==> src/rtl/surf_cmd_scheduler.sv <==
// Queues trigger requests, assigns each one a free SURF buffer and launches
// one digitize command at a time to the SURF command serializer.
module surf_cmd_scheduler #(
    parameter int NUM_BUFFERS = 4,
    parameter int FIFO_DEPTH  = 4,
    parameter int LAUNCH_GAP  = 2,
    parameter int WAIT_HI_MAX = 4
) (
    input  logic                   clk_i,
    input  logic                   rst_n_i,
    input  logic                   trig_i,
    input  logic [31:0]            trig_event_id_i,
    output logic                   trig_drop_o,
    input  logic                   release_i,
    input  logic [1:0]             release_buffer_i,
    output logic                   cmd_start_o,
    output logic [31:0]            cmd_event_id_o,
    output logic [1:0]             cmd_buffer_o,
    input  logic                   cmd_busy_i,
    output logic [NUM_BUFFERS-1:0] buf_busy_o,
    output logic [4:0]             queue_count_o,
    output logic                   dead_o,
    output logic [15:0]            drop_count_o,
    output logic                   error_o
);

    localparam int PW = (FIFO_DEPTH > 1) ? $clog2(FIFO_DEPTH) : 1;
    localparam int CW = PW + 1;
    localparam int TW = 8;

    typedef enum logic [2:0] {IDLE, LAUNCH, WAIT_HI, WAIT_LO, GAP} state_t;

    state_t                 state;
    logic [31:0]            mem [FIFO_DEPTH];
    logic [PW-1:0]          wr_ptr;
    logic [PW-1:0]          rd_ptr;
    logic [CW-1:0]          count;
    logic [CW-1:0]          count_next;
    logic [NUM_BUFFERS-1:0] busy_vec;
    logic [NUM_BUFFERS-1:0] busy_next;
    logic [TW-1:0]          timer;
    logic                   full;
    logic                   push;
    logic                   pop;
    logic                   can_launch;
    logic                   free_any;
    logic [1:0]             free_idx;

    // A full FIFO drops the request even when a pop frees a slot this cycle.
    assign full       = (count == CW'(FIFO_DEPTH));
    assign push       = trig_i && !full;
    assign can_launch = (state == IDLE) && (count != '0) && free_any;
    assign pop        = can_launch;
    assign count_next = count + CW'(push) - CW'(pop);

    assign buf_busy_o    = busy_vec;
    assign queue_count_o = 5'(count);

    always_comb begin
        free_any = 1'b0;
        free_idx = 2'd0;
        for (int i = NUM_BUFFERS - 1; i >= 0; i--) begin
            if (!busy_vec[i]) begin
                free_any = 1'b1;
                free_idx = 2'(i);
            end
        end
    end

    // Allocation indexes the pre-release vector, so a buffer freed this
    // cycle only becomes allocatable from the next cycle on.
    always_comb begin
        busy_next = busy_vec;
        if (release_i) begin
            busy_next[release_buffer_i] = 1'b0;
        end
        if (can_launch) begin
            busy_next[free_idx] = 1'b1;
        end
    end

    always_ff @(posedge clk_i) begin
        if (push) begin
            mem[wr_ptr] <= trig_event_id_i;
        end
    end

    always_ff @(posedge clk_i or negedge rst_n_i) begin
        if (!rst_n_i) begin
            state          <= IDLE;
            wr_ptr         <= '0;
            rd_ptr         <= '0;
            count          <= '0;
            busy_vec       <= '0;
            timer          <= '0;
            trig_drop_o    <= 1'b0;
            drop_count_o   <= '0;
            dead_o         <= 1'b0;
            error_o        <= 1'b0;
            cmd_start_o    <= 1'b0;
            cmd_event_id_o <= '0;
            cmd_buffer_o   <= '0;
        end else begin
            count    <= count_next;
            busy_vec <= busy_next;
            dead_o   <= (&busy_next) && (count_next != '0);
            if (push) begin
                wr_ptr <= wr_ptr + PW'(1);
            end
            if (pop) begin
                rd_ptr <= rd_ptr + PW'(1);
            end
            trig_drop_o <= trig_i && full;
            if (trig_i && full && (drop_count_o != 16'hFFFF)) begin
                drop_count_o <= drop_count_o + 16'd1;
            end

            cmd_start_o <= 1'b0;
            case (state)
                IDLE: begin
                    if (can_launch) begin
                        state          <= LAUNCH;
                        cmd_start_o    <= 1'b1;
                        cmd_event_id_o <= mem[rd_ptr];
                        cmd_buffer_o   <= free_idx;
                    end
                end
                LAUNCH: begin
                    state <= WAIT_HI;
                    timer <= '0;
                end
                WAIT_HI: begin
                    if (cmd_busy_i) begin
                        state <= WAIT_LO;
                    end else if (timer == TW'(WAIT_HI_MAX - 1)) begin
                        // The buffer stays allocated; readout must release it.
                        error_o <= 1'b1;
                        state   <= IDLE;
                    end else begin
                        timer <= timer + TW'(1);
                    end
                end
                WAIT_LO: begin
                    if (!cmd_busy_i) begin
                        timer <= '0;
                        state <= (LAUNCH_GAP == 0) ? IDLE : GAP;
                    end
                end
                GAP: begin
                    if (timer == TW'(LAUNCH_GAP - 1)) begin
                        state <= IDLE;
                    end else begin
                        timer <= timer + TW'(1);
                    end
                end
                default: state <= IDLE;
            endcase
        end
    end

endmodule

==> config.mk <==
export PLATFORM = sky130hd
export DESIGN_NAME = surf_cmd_scheduler
export DESIGN_NICKNAME = d
export VERILOG_FILES = /design/src/rtl/surf_cmd_scheduler.sv
export SDC_FILE = /design/constraint.sdc
export NUM_CORES = 1
export LEC_CHECK = 0
export BUFFER_PORTS_ARGS = -buffer_cell sky130_fd_sc_hd__buf_4
export CORE_AREA = 2 2 119 121
export CTS_CLUSTER_SIZE = 8
export DETAILED_ROUTE_END_ITERATION = 7
export DIE_AREA = 0 0 121 123
export PLACE_DENSITY = 0.86
export SETUP_SLACK_MARGIN = 0.1
export SLEW_MARGIN = 5
export SYNTH_ARGS = -nofsm -noshare
export SYNTH_HDL_FRONTEND = slang
export SYNTH_SLANG_ARGS = --single-unit
==> constraint.sdc <==
create_clock -name clk_i -period 5 [get_ports clk_i]
set_input_delay 0 -clock clk_i [delete_from_list [all_inputs] [get_ports clk_i]]
set_output_delay 0 -clock clk_i [all_outputs]
set_load 0.005 [all_outputs]
==> impl_table.tex, run 1 <==
\begin{tabular}{lr}
\hline
Metric & Value \\
\hline
\multicolumn{2}{l}{\textbf{Floorplanning}} \\
Placement row count & 43 \\
Number of top-level pins & 102 \\
Chip Height & 123 um \\
Area of the core & 13600 sq um \\
Die width & 121 um \\
Initial standard-cell utilization of the core & 0.603 \\
Die area & 14900 sq um \\
\multicolumn{2}{l}{\textbf{Clock network}} \\
Number of sinks driven by the clock tree & 204 \\
Post-CTS Setup Bufs & 0 \\
Root buffer selected by CTS & sky130\_fd\_sc\_hd\_\_clkbuf\_16 \\
Hold bufs inserted after CTS & 42 \\
Number of clock buffers inserted by TritonCTS & 29 \\
Clock tree from TritonCTS & yes \\
Clock transition at path regs & 0.05 ns \\
Post-CTS resize count & 0 \\
Maximum clock insertion buffer count & 3 \\
Latest clock arrival within the worst-skew pair & 0.52 ns \\
Htree depth & 1 \\
\multicolumn{2}{l}{\textbf{Placement}} \\
Total of buffers placed on input and output ports & 99 \\
Final weighted congestion of routability-driven global placement & 0.876 \\
Worst Setup Slack post-DPL & 1.72 ns \\
Hpwl dp & 9870 um \\
Cell Area, Placed & 9080 sq um \\
\multicolumn{2}{l}{\textbf{Pwr}} \\
Peak supply drop & 0.555 mV \\
Leak & 0.00405 uW \\
Power Dens Cells & 602 nW/um\^{}2 \\
\multicolumn{2}{l}{\textbf{Setup path}} \\
Worst setup path endpoint & dead\_o \\
Critical path required time & 5.39 ns \\
Buffer and inverter count on the worst path & 2 \\
Reg-to-reg slack, setup & 1.67 ns \\
Largest stage delay, worst path & 0.56 ns \\
Crit path max-delay family & adder cells \\
Worst Reg-to-Reg Cells & 11 \\
Critical Path Sink Type & register \\
CP Data Arrival Time & 3.71 ns \\
Sequence of cells on the critical path & nor3\_2 > and3\_2 > buf\_4 > ha\_1 > inv\_1 > ha\_1 > fa\_1 > xnor2\_1 > xnor2\_1 > nor3\_1 > a2111oi\_0 \\
Critical Path Fanout Max & 35 \\
Category of the most critical setup path & reg -> reg \\
Beginning of the worst register-to-register path & state[0] \\
Cell with the largest stage delay on the worst path & sky130\_fd\_sc\_hd\_\_dfrtp\_1 \\
Startpoint kind of the worst setup timing path & register \\
Worst reg2reg path endpoint & dead\_o \\
Crit. path cell count & 11 \\
Crit. Startpoint & state[0] \\
\multicolumn{2}{l}{\textbf{Global route}} \\
Number of global-route vias before repair & 5190 \\
GR Util All Layers & 0.250 \\
Number of antenna violations at the first check in global routing & 0 \\
Global-route wire length before repair & 28100 um \\
GR Util met2 & 0.446 \\
Global route total overflow & 0 \\
Global-route layer with the greatest usage & met2 \\
Met1 layer usage reported by global route & 0.313 \\
Maximum number of pins on one net before global-route repair & 52 \\
GR Layer Usage met3 & 0.0434 \\
\multicolumn{2}{l}{\textbf{Synthesis}} \\
Synth async-reset ratio & 0.373 \\
Leading post-synthesis cells by cell area & sky130\_fd\_sc\_hd\_\_edfxtp\_1 (47\%), sky130\_fd\_sc\_hd\_\_dfrtp\_1 (23\%), sky130\_fd\_sc\_hd\_\_mux4\_2 (8.8\%), sky130\_fd\_sc\_hd\_\_mux2\_2 (4.9\%), sky130\_fd\_sc\_hd\_\_ha\_1 (1.4\%) \\
Cell type with the highest aggregate area in the netlist & sky130\_fd\_sc\_hd\_\_edfxtp\_1 \\
Register area share after synthesis & 0.700 \\
Area fraction of the dominant cell type after synthesis & 0.468 \\
Unique masters post-synth & 57 \\
Cell Area, Synth & 8210 sq um \\
Syn Inst Count & 473 \\
Most frequently used flop master after synthesis & sky130\_fd\_sc\_hd\_\_edfxtp\_1 \\
Seq cells post-synth & 204 \\
Number of flops mapped to enable cells by yosys & 128 \\
Count of synthesis-stage warnings from yosys & 0 \\
Syn Area/Cell & 17.3 sq um \\
\multicolumn{2}{l}{\textbf{Layout}} \\
Number of nets in the layout & 673 \\
Multi-input gate area & 2270 sq um \\
FILL cells & 736 \\
Area taken by flip-flops and latches & 5750 sq um \\
Layout cell share with drive strength beyond 1 & 0.339 \\
Antenna diode count & 0 \\
Area delta synth->final & 26.0\% \\
Cell area after layout & 10300 sq um \\
\multicolumn{2}{l}{\textbf{STA}} \\
Post-route fraction of the period consumed by the critical path & 0.665 \\
Unrepaired setup endpoints after global routing & no \\
Slew of the pin with the lowest slew margin & 0.913 ns \\
Relative max-transition margin & 0.391 \\
Slew Viols, Final & 0 \\
Min cycle time layout & 3.33 ns \\
Total of endpoints with negative setup slack in the final report & 0 \\
Number of failing hold endpoints at the final stage & 0 \\
Post-route setup TNS & 0 ns \\
Fmax & 0.301 GHz \\
Max Clock Skew & 0.0131 ns \\
Hold slack & 0.229 ns \\
Post-route setup slack & 1.67 ns \\
\multicolumn{2}{l}{\textbf{Detailed routing}} \\
Post-detailed-route via-to-cell ratio & 5.96 \\
DR iter-0 viols & 445 \\
\# DRC & 0 \\
Detail-routed net length per standard cell & 21.8 um \\
Total via count after detailed routing & 4909 \\
Wire length reported by the detailed router & 18000 um \\
Post-detailed-route count of antenna-violating nets & 0 \\
Router iterations before antenna repair & 6 \\
\multicolumn{2}{l}{\textbf{Hold path}} \\
Instance count along the most critical hold path & 2 \\
Path class of the lowest-slack min-delay path & in -> reg \\
\multicolumn{2}{l}{\textbf{Status}} \\
Status & completed \\
\multicolumn{2}{l}{\textbf{Run}} \\
\# Max-Cap Violations & 0 \\
\hline
\end{tabular}
## state kept, by name, summed over array words and instances (netlist names), 2 cells and up
register,cells
rd_ptr,2
wr_ptr,2
cmd_buffer_o,2
state,3
timer,8
mem,128
cmd_event_id_o,32
count,3
buf_busy_o,4
drop_count_o,16
## routing by layer
layer | share of wire | wire [um] | up-vias
li1 | - | - | 2148
met1 | 0.39 | 6930 | 2454
met2 | 0.53 | 9480 | 258
met3 | 0.063 | 1140 | 49
met4 | 0.025 | 442 | 0
met5 | 0 | 0 | -
## synth_stat cells (all sizes together), types with 3 or more instances
cell type / instances
dfrtp: 76
inv: 19
a41oi: 3
nor2: 8
xor2: 10
edfxtp: 128
a21oi: 8
o22ai: 3
and3: 9
ha: 9
o31ai: 10
nand4: 6
and4: 3
nor3: 14
a31oi: 3
buf: 14
clkbuf: 11
xnor2: 8
a2111oi: 3
o21ai: 6
nand3: 10
nand2: 11
and2: 5
mux2: 36
mux4: 32
## worst min-delay path by stage
stage | from | end | slack, ns
floorplan | rst_n_i | buf_busy_o[0] | -0.30
global placement | rst_n_i | drop_count_o[11] | -0.08
detailed placement | rst_n_i | drop_count_o[11] | -0.07
CTS | trig_event_id_i[1] | mem[3][1] | 0.21
global route | trig_event_id_i[11] | mem[0][11] | 0.23
finish | trig_event_id_i[5] | mem[3][5] | 0.23
## layout by cell type, fill, tap and decap left out, types with 11 or more instances in the layout
cell type,synthesis,layout
sky130_fd_sc_hd__clkbuf_1,10,21
sky130_fd_sc_hd__nand2_1,11,11
sky130_fd_sc_hd__clkbuf_16,0,30
sky130_fd_sc_hd__dlygate4sd3_1,0,41
sky130_fd_sc_hd__buf_4,2,102
sky130_fd_sc_hd__mux4_2,32,32
sky130_fd_sc_hd__dfrtp_1,76,74
sky130_fd_sc_hd__edfxtp_1,128,128
sky130_fd_sc_hd__mux2_2,36,36
sky130_fd_sc_hd__inv_1,19,19
sky130_fd_sc_hd__nor3_1,13,13
## cell families after synthesis
kind of cell	count (synthesis)	share of synthesized area
other cells	1	0.000457
flops	204	0.700
compound gates	46	0.0418
xor+xnor	18	0.0192
mux	69	0.138
buf+inv	44	0.0247
fa+ha+maj	10	0.0162
simple gates	81	0.0590
## power breakdown
| part | leakage (uW) | internal [uW] | switching, uW |
|---|---|---|---|
| Sequential | 0.00212 | 2280 | 392 |
| Combinational | 0.00154 | 968 | 801 |
| Clock | 0.000394 | 1100 | 680 |
| Total | 0.00405 | 4350 | 1870 |
## stage by stage
step / total power, uW / util / instances
2_1_floorplan: 3700 / - / 474
3_3_place_gp: 4260 / 0.667 / 731
3_5_place_dp: 4380 / 0.667 / 731
4_1_cts: 6230 / 0.759 / 824
5_1_grt: 6520 / 0.759 / 824
6_report: 6230 / 0.759 / 824
## area by class of cell
class / instances / share of cell area
clock buffer: 51 / 0.0802
inverter: 19 / 0.00690
multi-input combinational: 226 / 0.219
sequential: 204 / 0.556
tap: 180 / 0.0218
timing repair buffer: 144 / 0.116
Power figures use the tool's default switching activity.
==> run 2, diff against run 1 <==
CORE_AREA = 2 2 122 124   (was 2 2 119 121)
DIE_AREA = 0 0 124 126   (was 0 0 121 123)
PLACE_DENSITY = 0.82   (was 0.86)
clock period = 3.2 ns   (was 5 ns; I/O delays follow)
==> impl_table.tex, run 2 (synthesis gave the netlist of run 1 again) <==
\begin{tabular}{lr}
\hline
Metric & Value \\
\hline
\multicolumn{2}{l}{\textbf{Detailed routing}} \\
Detail-routed net length per standard cell & 20.0 um (-8.5\%) \\
Post-detailed-route via-to-cell ratio & 5.78 (-3.0\%) \\
Post-detailed-route count of antenna-violating nets & 0 (unchanged) \\
Router iterations before antenna repair & 6 (unchanged) \\
Total via count after detailed routing & 4760 (-3.0\%) \\
\# DRC & 0 (unchanged) \\
Wire length reported by the detailed router & 16500 um (-8.5\%) \\
DR iter-0 viols & 439 (-1.3\%) \\
\multicolumn{2}{l}{\textbf{Layout}} \\
Largest registers & mem (128), cmd\_event\_id\_o (32), drop\_count\_o (16) \\
Flip-flop count of the largest register, all copies and words added & 128 (unchanged) \\
Commonest cells after routing, fill and taps aside & sky130\_fd\_sc\_hd\_\_edfxtp\_1 (128), sky130\_fd\_sc\_hd\_\_buf\_4 (100), sky130\_fd\_sc\_hd\_\_dfrtp\_1 (74) \\
Layout cell share with drive strength beyond 1 & 0.339 (+0.000553) \\
Cell area after layout & 10300 sq um (about the same) \\
Commonest non-fill, non-tap cell in the layout & sky130\_fd\_sc\_hd\_\_edfxtp\_1 \\
Number of nets in the layout & 670 (-0.45\%) \\
Area delta synth->final & 26.0\% (about the same) \\
Antenna diode count & 0 (unchanged) \\
Register name with the most flops & mem \\
\multicolumn{2}{l}{\textbf{Setup path}} \\
Buffer and inverter count on the worst path & 1 (-1) \\
Category of the most critical setup path & reg -> reg \\
Startpoint kind of the worst setup timing path & register \\
Cell with the largest stage delay on the worst path & sky130\_fd\_sc\_hd\_\_or3\_1 \\
Critical Path Sink Type & register \\
Critical path required time & 3.60 ns (-1.79 ns) \\
Critical Path Fanout Max & 5 (-86\%) \\
Sequence of cells on the critical path & or3\_1 > and3\_2 > ha\_1 > inv\_1 > ha\_1 > fa\_1 > xnor2\_1 > xnor2\_1 > nor3\_1 > a2111oi\_1 \\
Crit path max-delay family & adder cells \\
Largest stage delay, worst path & 0.46 ns (-0.10 ns) \\
CP Data Arrival Time & 3.26 ns (-0.45 ns) \\
\multicolumn{2}{l}{\textbf{Floorplanning}} \\
Placement row count & 44 (+2.3\%) \\
Chip Height & 126 um (+2.4\%) \\
Die width & 124 um (+2.5\%) \\
Number of top-level pins & 102 (unchanged) \\
Die area & 15600 sq um (+5.0\%) \\
Initial standard-cell utilization of the core & 0.573 (-0.0296) \\
Area of the core & 14300 sq um (+5.2\%) \\
\multicolumn{2}{l}{\textbf{Global route}} \\
Maximum number of pins on one net before global-route repair & 77 (+48\%) \\
GR Util All Layers & 0.223 (-0.0266) \\
Number of antenna violations at the first check in global routing & 0 (unchanged) \\
Number of global-route vias before repair & 5020 (-3.3\%) \\
Global route total overflow & 0 (unchanged) \\
Global-route wire length before repair & 26700 um (-5.2\%) \\
\multicolumn{2}{l}{\textbf{Placement}} \\
Final weighted congestion of routability-driven global placement & 0.840 (-4.2\%) \\
Hpwl dp & 9460 um (-4.2\%) \\
Total of buffers placed on input and output ports & 99 (unchanged) \\
Cell Area, Placed & 9090 sq um (+0.11\%) \\
\multicolumn{2}{l}{\textbf{Clock network}} \\
Clock tree from TritonCTS & yes \\
Htree depth & 1 (unchanged) \\
Number of sinks driven by the clock tree & 204 (unchanged) \\
Clock transition at path regs & 0.05 ns (about the same) \\
Latest clock arrival within the worst-skew pair & 0.53 ns (about the same) \\
Maximum clock insertion buffer count & 3 (unchanged) \\
Root buffer selected by CTS & sky130\_fd\_sc\_hd\_\_clkbuf\_16 \\
Number of clock buffers inserted by TritonCTS & 29 (unchanged) \\
\multicolumn{2}{l}{\textbf{STA}} \\
Number of failing hold endpoints at the final stage & 0 (unchanged) \\
Relative max-transition margin & 0.312 (-0.0795) \\
Slew of the pin with the lowest slew margin & 1.03 ns (+0.119 ns) \\
Unrepaired setup endpoints after global routing & no \\
Max Clock Skew & 0.0109 ns (-0.00220 ns) \\
Post-route fraction of the period consumed by the critical path & 0.894 (+0.228) \\
Slew Viols, Final & 0 (unchanged) \\
Min cycle time layout & 2.86 ns (-0.466 ns) \\
Hold slack & 0.190 ns (-0.0387 ns) \\
Post-route setup TNS & 0 ns (unchanged) \\
Total of endpoints with negative setup slack in the final report & 0 (unchanged) \\
Fmax & 0.350 GHz (+16\%) \\
\multicolumn{2}{l}{\textbf{Run}} \\
\# Max-Cap Violations & 0 (unchanged) \\
\multicolumn{2}{l}{\textbf{Pwr}} \\
Peak supply drop & 0.799 mV (+44\%) \\
Power Dens Cells & 936 nW/um\^{}2 (+55\%) \\
Leak & 0.00405 uW (-0.11\%) \\
\multicolumn{2}{l}{\textbf{Hold path}} \\
Path class of the lowest-slack min-delay path & in -> async \\
\multicolumn{2}{l}{\textbf{Status}} \\
Status & completed \\
\hline
\end{tabular}
[run 2: timing repair]
| item | CTS | global route |
|---|---|---|
| hold buffers | 40 | 0 |
| setup endpoints to repair | 0 | 1 |
| gates resized for setup | 0 | 1 |
| setup buffers | 0 | 0 |
| endpoints found under the hold margin | 217 | 0 |
[run 2: through the flow]
step	setup WS, ns	cells	power (uW)	util
3_5_place_dp	0.282	734	6840	0.635
4_1_cts	0.255	824	9750	0.722
5_1_grt	0.111	824	10200	0.722
2_1_floorplan	0.264	474	5780	-
3_3_place_gp	0.491	734	6690	0.635
6_report	0.341	824	9680	0.722
[run 2: final timing paths]
path                       depth (start not counted)                start    endpoint  slack, ns
max                                               10             count[0]      dead_o       0.34
min                                                2              rst_n_i    timer[7]       0.19
max reg2reg                                       10             count[0]      dead_o       0.34
min reg2reg                                        1             timer[7]    timer[7]       0.50
max in group asynchronous                          2              rst_n_i   rd_ptr[1]       2.28
min in group clk_i                                 2  trig_event_id_i[18]  mem[1][18]       0.21
[run 2: layout make-up]
| class | instances | area, sq um |
|---|---|---|
| timing repair buffer | 141 | 1170 |
| clock inverter | 2 | 50.0 |
| inverter | 19 | 71.3 |
| sequential | 204 | 5750 |
| tap | 184 | 230 |
| clock buffer | 48 | 797 |
| fill | 867 | 3980 |
| multi-input combinational | 226 | 2270 |
[run 2: report_power, final]
part / internal, uW / leakage [uW] / switching [uW]
sequential: 3570 / 0.00212 / 559
combinational: 1520 / 0.00152 / 1210
clock: 1760 / 0.000404 / 1060
[run 2: routing by layer]
metal | part of all wire | vias up | global-route usage | routed length (um)
met5 | 0 | - | 0 | 0
met4 | 0.018 | 0 | 0.0615 | 291
met3 | 0.058 | 25 | 0.0435 | 950
met2 | 0.50 | 168 | 0.369 | 8270
met1 | 0.42 | 2435 | 0.306 | 6960
li1 | - | 2132 | - | -
[run 2: worst register-to-register path, delay by kind of cell, from the launching register on]
| family | cells | cell delay (ns) |
|---|---|---|
| DFF | 1 | 0.41 |
| AOI/OAI and AO/OA | 1 | 0.33 |
| buffers and inverters | 1 | 0.04 |
| and+or+nand+nor | 3 | 0.76 |
| xor gates and xnor gates | 2 | 0.36 |
| adders and majority gates | 3 | 0.84 |
==> run 3, diff against run 2 <==
CORE_AREA = 2 2 172 90   (was 2 2 122 124)
CTS_CLUSTER_DIAMETER = 200   (was not set)
DIE_AREA = 0 0 174 92   (was 0 0 124 126)
PLACE_DENSITY = 0.81   (was 0.82)
RECOVER_POWER = 25   (was not set)
==> impl_table.tex, run 3 (synthesis gave the netlist of run 1 again) <==
\begin{tabular}{lr}
\hline
Metric & Value \\
\hline
\multicolumn{2}{l}{\textbf{Clock network}} \\
Number of clock buffers inserted by TritonCTS & 29 (unchanged) \\
Maximum clock insertion buffer count & 3 (unchanged) \\
Htree depth & 1 (unchanged) \\
Root buffer selected by CTS & sky130\_fd\_sc\_hd\_\_clkbuf\_16 \\
Clock tree from TritonCTS & yes \\
Number of sinks driven by the clock tree & 204 (unchanged) \\
Clock transition at path regs & 0.05 ns (about the same) \\
Latest clock arrival within the worst-skew pair & 0.52 ns (about the same) \\
\multicolumn{2}{l}{\textbf{Global route}} \\
Maximum number of pins on one net before global-route repair & 77 (unchanged) \\
Global-route wire length before repair & 27100 um (+1.6\%) \\
Global route total overflow & 0 (unchanged) \\
Number of antenna violations at the first check in global routing & 0 (unchanged) \\
GR Util All Layers & 0.219 (-0.00370) \\
Number of global-route vias before repair & 4923 (-1.9\%) \\
\multicolumn{2}{l}{\textbf{Floorplanning}} \\
Die width & 174 um (+40\%) \\
Chip Height & 92 um (-27\%) \\
Initial standard-cell utilization of the core & 0.557 (-0.0164) \\
Die area & 16000 sq um (+2.5\%) \\
Placement row count & 32 (-27\%) \\
Area of the core & 14700 sq um (+2.9\%) \\
Number of top-level pins & 102 (unchanged) \\
\multicolumn{2}{l}{\textbf{Run}} \\
\# Max-Cap Violations & 0 (unchanged) \\
\multicolumn{2}{l}{\textbf{Setup path}} \\
Startpoint kind of the worst setup timing path & register \\
Critical Path Fanout Max & 5 (unchanged) \\
Critical Path Sink Type & register \\
Largest stage delay, worst path & 0.46 ns (about the same) \\
Critical path required time & 3.59 ns (about the same) \\
CP Data Arrival Time & 3.24 ns (-0.02 ns) \\
Cell with the largest stage delay on the worst path & sky130\_fd\_sc\_hd\_\_or3\_1 \\
Category of the most critical setup path & reg -> reg \\
Sequence of cells on the critical path & or3\_1 > and3\_2 > ha\_1 > inv\_1 > ha\_1 > fa\_1 > xnor2\_1 > xnor2\_1 > nor3\_1 > a2111oi\_2 \\
\multicolumn{2}{l}{\textbf{STA}} \\
Post-route setup TNS & 0 ns (unchanged) \\
Fmax & 0.350 GHz (+0.12\%) \\
Min cycle time layout & 2.86 ns (-0.00345 ns) \\
Number of failing hold endpoints at the final stage & 0 (unchanged) \\
Total of endpoints with negative setup slack in the final report & 0 (unchanged) \\
Relative max-transition margin & 0.328 (+0.0168) \\
Slew of the pin with the lowest slew margin & 1.01 ns (-0.0251 ns) \\
Post-route fraction of the period consumed by the critical path & 0.892 (-0.00108) \\
Unrepaired setup endpoints after global routing & no \\
Slew Viols, Final & 0 (unchanged) \\
Max Clock Skew & 0.0108 ns (-0.000105 ns) \\
\multicolumn{2}{l}{\textbf{Detailed routing}} \\
\# DRC & 0 (unchanged) \\
Post-detailed-route count of antenna-violating nets & 0 (unchanged) \\
DR iter-0 viols & 434 (-1.1\%) \\
Detail-routed net length per standard cell & 19.6 um (-1.8\%) \\
Wire length reported by the detailed router & 16700 um (+1.2\%) \\
Post-detailed-route via-to-cell ratio & 5.61 (-2.8\%) \\
Router iterations before antenna repair & 5 (-1) \\
Total via count after detailed routing & 4766 (+0.13\%) \\
\multicolumn{2}{l}{\textbf{Layout}} \\
Layout cell share with drive strength beyond 1 & 0.295 (-0.0445) \\
Multi-input gate area & 2270 sq um (+0.22\%) \\
Largest registers & mem (128), cmd\_event\_id\_o (32), drop\_count\_o (16) \\
Number of nets in the layout & 672 (+0.30\%) \\
Area taken by flip-flops and latches & 5750 sq um (unchanged) \\
Register name with the most flops & mem \\
Commonest cells after routing, fill and taps aside & sky130\_fd\_sc\_hd\_\_edfxtp\_1 (128), sky130\_fd\_sc\_hd\_\_dfrtp\_1 (74), sky130\_fd\_sc\_hd\_\_buf\_4 (72) \\
Antenna diode count & 0 (unchanged) \\
Area delta synth->final & 25.1\% \\
Flip-flop count of the largest register, all copies and words added & 128 (unchanged) \\
Commonest non-fill, non-tap cell in the layout & sky130\_fd\_sc\_hd\_\_edfxtp\_1 \\
FILL cells & 983 (+13\%) \\
Post-layout instance count excluding filler cells & 849 (+3.0\%) \\
Layout Utilization & 0.697 (-0.0255) \\
Cell area after layout & 10300 sq um (-0.70\%) \\
\multicolumn{2}{l}{\textbf{Pwr}} \\
Leak & 0.00394 uW (-2.5\%) \\
Power Dens Cells & 941 nW/um\^{}2 (+0.44\%) \\
Peak supply drop & 0.576 mV (-28\%) \\
Tot Pwr & 9650 uW (-0.26\%) \\
\multicolumn{2}{l}{\textbf{Placement}} \\
Hpwl dp & 9770 um (+3.4\%) \\
Total of buffers placed on input and output ports & 99 (unchanged) \\
Placed insts & 756 (+3.0\%) \\
Final weighted congestion of routability-driven global placement & 0.848 (+0.98\%) \\
Cell Area, Placed & 9130 sq um (+0.44\%) \\
\multicolumn{2}{l}{\textbf{Status}} \\
Status & completed \\
\multicolumn{2}{l}{\textbf{Hold path}} \\
Path class of the lowest-slack min-delay path & in -> async \\
\hline
\end{tabular}
[run 3: final timing paths]
check	startpoint	end	slack, ns	depth (start not counted)
max in group asynchronous	rst_n_i	rd_ptr[0]	2.29	2
worst min-delay path	rst_n_i	cmd_event_id_o[17]	0.22	2
worst min register to register	cmd_event_id_o[23]	cmd_event_id_o[23]	0.50	1
worst max-delay path	count[0]	dead_o	0.34	10
min in group clk_i	trig_event_id_i[17]	mem[1][17]	0.27	2
worst max register to register	count[0]	dead_o	0.34	10
[run 3: report_power, final]
part / leakage [uW] / internal, uW / switching [uW] / total [uW]
clock network: 0.000400 / 1730 / 1040 / 2770
logic: 0.00143 / 1520 / 1250 / 2780
registers: 0.00212 / 3570 / 536 / 4100
total: 0.00394 / 6820 / 2830 / 9650
[run 3: final cells by class]
cell class	instances	share of cell area
Timing Repair Buffer	143	0.105
Inverter	19	0.00695
Sequential cell	204	0.560
Clock inverter	1	0.000853
Multi-Input combinational cell	226	0.222
Tap cell	204	0.0249
Clock buffer	52	0.0812
[run 3: metal layers]
metal | vias to the layer above | wire length, um | track usage
li1 | 2152 | - | -
met1 | 2384 | 7510 | 0.322
met2 | 198 | 7790 | 0.343
met3 | 32 | 1080 | 0.0435
met4 | 0 | 286 | 0.0539
met5 | - | 0 | 0
[run 3: timing repair]
item                                    4_1_cts  5_1_grt
endpoints found under the setup margin        0        1
gates resized for setup                       0        2
buffers inserted                              0        0
hold buffers                                 40        0
hold endpoints to repair                    217        0
[run 3: stage by stage]
stage	setup slack, ns	hold WS [ns]
final	0.344	0.221
after global routing	0.170	0.277
after CTS	0.111	0.205
after detailed placement	0.199	0.203
after global placement	0.485	0.198
after floorplan	0.264	-0.296
[run 3: critical path: cells and delay by family, from the launching register on]
family                   cells  cell delay [ns]
buffers and inverters        1             0.04
AO/OA/AOI/OAI                1             0.31
XOR/XNOR                     2             0.35
flip-flops                   1             0.40
adder cells (fa/ha/maj)      3             0.85
AND/OR/NAND/NOR              3             0.79
